**config.mk**
```make
export PLATFORM = sky130hd
export DESIGN_NAME = serial_comparator
export DESIGN_NICKNAME = d
export VERILOG_FILES = /design/src/rtl/serial_comparator.sv
export SDC_FILE = /design/constraint.sdc
export NUM_CORES = 1
export LEC_CHECK = 0
export CAP_MARGIN = 20
export CORE_ASPECT_RATIO = 1.25
export CORE_UTILIZATION = 29
export DETAILED_ROUTE_END_ITERATION = 6
export PLACE_DENSITY = 0.6
export SLEW_MARGIN = 0
export SYNTH_ARGS = -nofsm -noshare
export SYNTH_HDL_FRONTEND = slang
export SYNTH_SLANG_ARGS = --single-unit
```
**constraint.sdc**
```tcl
create_clock -name clk -period 2.1 [get_ports clk]
set_input_delay 0.21 -clock clk [delete_from_list [all_inputs] [get_ports clk]]
set_output_delay 0.21 -clock clk [all_outputs]
set_load 0.02 [all_outputs]
```
**src/rtl/serial_comparator.sv**
```systemverilog
// -----------------------------------------------------------------------------
// serial_comparator
// Multi-cycle magnitude comparator. Walks two WIDTH-bit operands one SLICE-bit
// digit per clock, most significant digit first, and stops at the first digit
// that differs. Supports unsigned and two's-complement signed ordering.
//
// Ports:
//   clk          rising-edge clock
//   rst          asynchronous active-high reset
//   start        launch request (accepted in idle and in the done cycle)
//   signed_mode  1 = two's-complement compare, 0 = unsigned (captured with start)
//   a, b         operands (captured with start)
//   busy         compare in progress
//   done         one-cycle pulse, result flags just updated
//   gt, eg, ut   A > B, A == B, A < B (hold until the next result)
// -----------------------------------------------------------------------------
module serial_comparator #(
  parameter int WIDTH = 16,
  parameter int SLICE = 4
) (
  input  logic             clk,
  input  logic             rst,
  input  logic             start,
  input  logic             signed_mode,
  input  logic [WIDTH-1:0] a,
  input  logic [WIDTH-1:0] b,
  output logic             busy,
  output logic             done,
  output logic             gt,
  output logic             eg,
  output logic             ut
);

  localparam int N  = WIDTH / SLICE;
  localparam int KW = (N > 1) ? $clog2(N) : 1;
  localparam int ND = 2 ** KW;
  localparam logic [KW-1:0] K_LAST = KW'(N - 1);

  typedef enum logic [1:0] {
    IDLE = 2'd0,
    CMP  = 2'd1,
    DONE = 2'd2
  } state_t;

  state_t           state_q, state_d;
  logic [KW-1:0]    k_q, k_d;
  logic [WIDTH-1:0] a_q, a_d;
  logic [WIDTH-1:0] b_q, b_d;
  logic             sm_q, sm_d;
  logic             busy_q, busy_d;
  logic             done_q, done_d;
  logic             gt_q, gt_d;
  logic             eg_q, eg_d;
  logic             ut_q, ut_d;

  // Digit tables padded to a power of two so k_q indexes them at its natural
  // width; padding entries are never selected.
  logic [SLICE-1:0] a_dig [ND];
  logic [SLICE-1:0] b_dig [ND];
  logic [SLICE-1:0] dig_a;
  logic [SLICE-1:0] dig_b;
  logic             flip_top;

  for (genvar i = 0; i < ND; i++) begin : g_dig
    if (i < N) begin : g_real
      assign a_dig[i] = a_q[WIDTH-1-i*SLICE -: SLICE];
      assign b_dig[i] = b_q[WIDTH-1-i*SLICE -: SLICE];
    end else begin : g_pad
      assign a_dig[i] = {SLICE{1'b0}};
      assign b_dig[i] = {SLICE{1'b0}};
    end
  end

  // Current digit pair; on the most significant digit in signed mode the sign
  // bits are inverted so two's-complement order becomes unsigned order.
  always_comb begin
    flip_top         = sm_q && (k_q == {KW{1'b0}});
    dig_a            = a_dig[k_q];
    dig_b            = b_dig[k_q];
    dig_a[SLICE-1]   = a_dig[k_q][SLICE-1] ^ flip_top;
    dig_b[SLICE-1]   = b_dig[k_q][SLICE-1] ^ flip_top;
  end

  // Next-state, capture and result logic.
  always_comb begin
    state_d = state_q;
    k_d     = k_q;
    a_d     = a_q;
    b_d     = b_q;
    sm_d    = sm_q;
    busy_d  = 1'b0;
    done_d  = 1'b0;
    gt_d    = gt_q;
    eg_d    = eg_q;
    ut_d    = ut_q;
    case (state_q)
      IDLE, DONE: begin
        if (start) begin
          a_d     = a;
          b_d     = b;
          sm_d    = signed_mode;
          k_d     = {KW{1'b0}};
          busy_d  = 1'b1;
          state_d = CMP;
        end else begin
          state_d = IDLE;
        end
      end
      CMP: begin
        if (dig_a != dig_b) begin
          gt_d    = (dig_a > dig_b);
          ut_d    = (dig_a < dig_b);
          eg_d    = 1'b0;
          done_d  = 1'b1;
          state_d = DONE;
        end else if (k_q == K_LAST) begin
          gt_d    = 1'b0;
          ut_d    = 1'b0;
          eg_d    = 1'b1;
          done_d  = 1'b1;
          state_d = DONE;
        end else begin
          k_d     = k_q + {{(KW-1){1'b0}}, 1'b1};
          busy_d  = 1'b1;
        end
      end
      default: begin
        state_d = IDLE;
      end
    endcase
  end

  // State and output registers.
  always_ff @(posedge clk or posedge rst) begin
    if (rst) begin
      state_q <= IDLE;
      k_q     <= {KW{1'b0}};
      a_q     <= {WIDTH{1'b0}};
      b_q     <= {WIDTH{1'b0}};
      sm_q    <= 1'b0;
      busy_q  <= 1'b0;
      done_q  <= 1'b0;
      gt_q    <= 1'b0;
      eg_q    <= 1'b0;
      ut_q    <= 1'b0;
    end else begin
      state_q <= state_d;
      k_q     <= k_d;
      a_q     <= a_d;
      b_q     <= b_d;
      sm_q    <= sm_d;
      busy_q  <= busy_d;
      done_q  <= done_d;
      gt_q    <= gt_d;
      eg_q    <= eg_d;
      ut_q    <= ut_d;
    end
  end

  assign busy = busy_q;
  assign done = done_q;
  assign gt   = gt_q;
  assign eg   = eg_q;
  assign ut   = ut_q;

endmodule

```
==> results.tsv <==
metric	value	unit
outcome	finished, violations left	
violations	negative setup slack	
antenna_cells	0	
drive_gt1_frac	0.2889	
stdcell_area	2579	µm²
grt_pass1_vias	1352	
rr_endpoint	k_q[0]	
p_clk_frac	0.131	
setup-violations-final	5	
grtUsageTotal	0.1255	
route.detailed.drc	0	
postRouteAntennaNets	0	
nNetsFinal	223	
clock.fmax	450.8	MHz
die-area	6968	µm²
wl	3691	µm
drt_first_pass_iters	3	
antenna_found_initial	0	
area_delta_synth_final	34.01	%
max_slew_margin	0.6593	
synth_area_leaders	dfrtp_1, mux2_2, mux4_2, mux2_1, ha_1	
clockRootBuffer	clkbuf_8	
dpl_worst_slack	-0.1324	ns
synth_cell_type_count	25	
vias	1199	
cell_internal_pwr	2.531	mW
power.density	1459	nW/µm²
synth_edf_count	0	
critPathKind	register to register	
final-hold-violation-count	0	
postSynthAreaPerCell	14.92	µm²
cts_made_buffers	5	
wl_per_cell	13.93	µm
postPlaceCellArea	2470	µm²
gr-total-overflow	0	
p_leak	1.091	nW
dp.cells	257	
synth_area_leader_cell	dfrtp_1	
async_flop_share	1.000	
netSwitchingPower	1.232	mW
synth_nets	171	
slowest_delay	0.51	ns
end_kind	register	
numClockSinks	42	
dp_hpwl	2874	µm
power_frac_seq	0.374	
slowest_stage	mux4_2	
worstSetupStartpoint	k_q[0]	
cp.arrival	2.39	ns
rrSetupSlack	-0.12	ns
fin_skew	0.001549	ns
rows	32	
final.min_clock_period	2.218	ns
switching_share	0.3275	
maxCapViolCount	0	
drtIter0Drc	50	
ys.flop_type	dfrtp_1	
die_x	74.86	µm
power.total	3.763	mW
clockBufferDepth	2	
vias_per_cell	4.525	
ir_drop	0.5077	mV
netlist_area	1924	µm²
io_buffers	40	
ys_seq_area_frac	0.5462	
io-pin-count	41	
synth_cells	129	
cts_max_level	2	
rr_startpoint	k_q[0]	
initial_core_util	0.3061	
p_comb_frac	0.496	
yosysTopAreaCellShare	0.5462	
setup_slack	-0.1184	ns
whs	0.3594	ns
grt_pass1_wl	6348	µm
layout.cells.non_filler	265	
synth_common_cells	dfrtp_1, mux2_2, mux2_1	
critPathRequiredTime	2.27	ns
yosysMostFrequentCell	dfrtp_1	
finalCritPeriodShare	1.056	
setup.worst_path.end	k_q[0]	
slew_violations	0	
worst_slew_pin_slew	0.5111	ns
path_cells	buf_6 > mux4_2 > xnor2_1 > ha_1 > a41o_4 > and2_4 > mux2_2	
grt_max_degree	43	
clk_pin_slew	0.07	ns
yosysWarnings	0	
min_path_type	primary input to asynchronous set/reset pin	
place_congestion	0.7608	
rsz0062_at_grt	yes	
worst-path-max-fanout	6	
insertion_delay	0.28	ns
r2r_cells	7	
n_fill_cell	595	
dieHeight	93.08	µm
core-area	6286	µm²
critPathLaunchType	register	
cts_tree	done	
synth_seq_cells	42	
## worst max-delay path, delay by kind of cell, from the launching register on
family                   cells  cell delay [ns]
flip-flops                   1             0.37
AND/OR/NAND/NOR              1             0.14
XOR/XNOR                     1             0.14
AO/OA/AOI/OAI                1             0.23
buffers and inverters        1             0.14
adder cells (fa/ha/maj)      1             0.32
multiplexers                 2             0.76
## layer usage
layer / vias to the layer above / wire length (µm) / global-route usage
met5: - / 0 / 0
met4: 0 / 65 / 0.05660
met3: 4 / 190 / 0.03556
met2: 28 / 2001 / 0.2222
met1: 602 / 1434 / 0.1347
li1: 565 / - / -
## how the worst min path moves through the flow
stage                         from         to  slack [ns]
after global placement    a_dig[9]   a_dig[9]        0.49
after detailed placement  a_dig[8]   a_dig[8]        0.48
after global routing           rst       busy        0.46
after CTS                      rst       busy        0.39
final                          rst       busy        0.36
after floorplan              a[10]  a_dig[10]        0.34
## timing repair
| item | 4_1_cts | 5_1_grt |
|---|---|---|
| hold buffers | 0 | 0 |
| setup endpoints to repair | 5 | 9 |
| gates resized for setup | 0 | 5 |
| pin swaps | 0 | 1 |
| setup buffers | 0 | 2 |
## logic make-up after synthesis
| group | Yosys count | synth area share |
|---|---|---|
| compound gates | 10 | 0.04096 |
| xor+xnor | 2 | 0.009104 |
| fa+ha+maj | 6 | 0.03901 |
| buf+inv | 16 | 0.04226 |
| flops | 42 | 0.5462 |
| mux | 42 | 0.2926 |
| simple gates | 11 | 0.02991 |
## sequential cells by signal (all words and copies together), names as in the netlist
register  count
k_q           2
sm_q          1
ut            1
a_dig        16
eg            1
busy          1
done          1
state_q       2
gt            1
b_dig        16
## stage by stage
step           setup TNS (ns)    util
2_1_floorplan         -0.2362       -
3_3_place_gp          -0.1571  0.3929
3_5_place_dp          -0.3612  0.3929
4_1_cts               -0.4296  0.4061
5_1_grt               -0.9811  0.4102
6_report              -0.2622  0.4102
## final cells by class
| type | count | area (µm²) | share of cell area |
|---|---|---|---|
| clock buffer | 6 | 82.58 | 0.03202 |
| inverter | 10 | 37.54 | 0.01456 |
| multi-input combinational | 71 | 798.3 | 0.3096 |
| sequential | 42 | 1051 | 0.4076 |
| tap | 85 | 106.4 | 0.04124 |
| timing repair buffer | 51 | 503.0 | 0.1951 |
## power groups by stage
| stage | Sequential, mW | Combinational [mW] | Clock (mW) |
|---|---|---|---|
| after global routing | 1.46 | 2.11 | 0.542 |
| after floorplan | 1.37 | 1.26 | 0 |
| after CTS | 1.41 | 1.82 | 0.516 |
| final | 1.41 | 1.86 | 0.493 |
| after global placement | 1.42 | 1.73 | 0 |
| after detailed placement | 1.43 | 1.81 | 0 |
## cells in the final DEF (no fill, tap or decap)
cell type / netlist / routed
a22o_1: 1 / 1
o21ai_0: 3 / 1
nor2_1: 1 / 1
mux2_1: 12 / 12
clkbuf_8: 0 / 6
mux4_2: 8 / 8
and2_4: 1 / 1
ha_1: 6 / 6
mux2_2: 22 / 22
xnor2_1: 1 / 1
a21boi_0: 1 / 1
buf_6: 1 / 2
o21ai_2: 1 / 1
nand3b_1: 1 / 1
clkdlybuf4s50_1: 0 / 40
buf_4: 3 / 8
nor2b_2: 0 / 1
nand2b_1: 1 / 1
o21a_1: 1 / 1
nand2_1: 4 / 4
nand3_1: 2 / 2
a21oi_2: 0 / 1
inv_1: 10 / 10
o21ai_1: 0 / 2
buf_12: 0 / 1
dfrtp_1: 42 / 42
a41o_4: 1 / 1
xor2_1: 1 / 1
a21oi_1: 2 / 1
(Power assumes the default switching activity.)
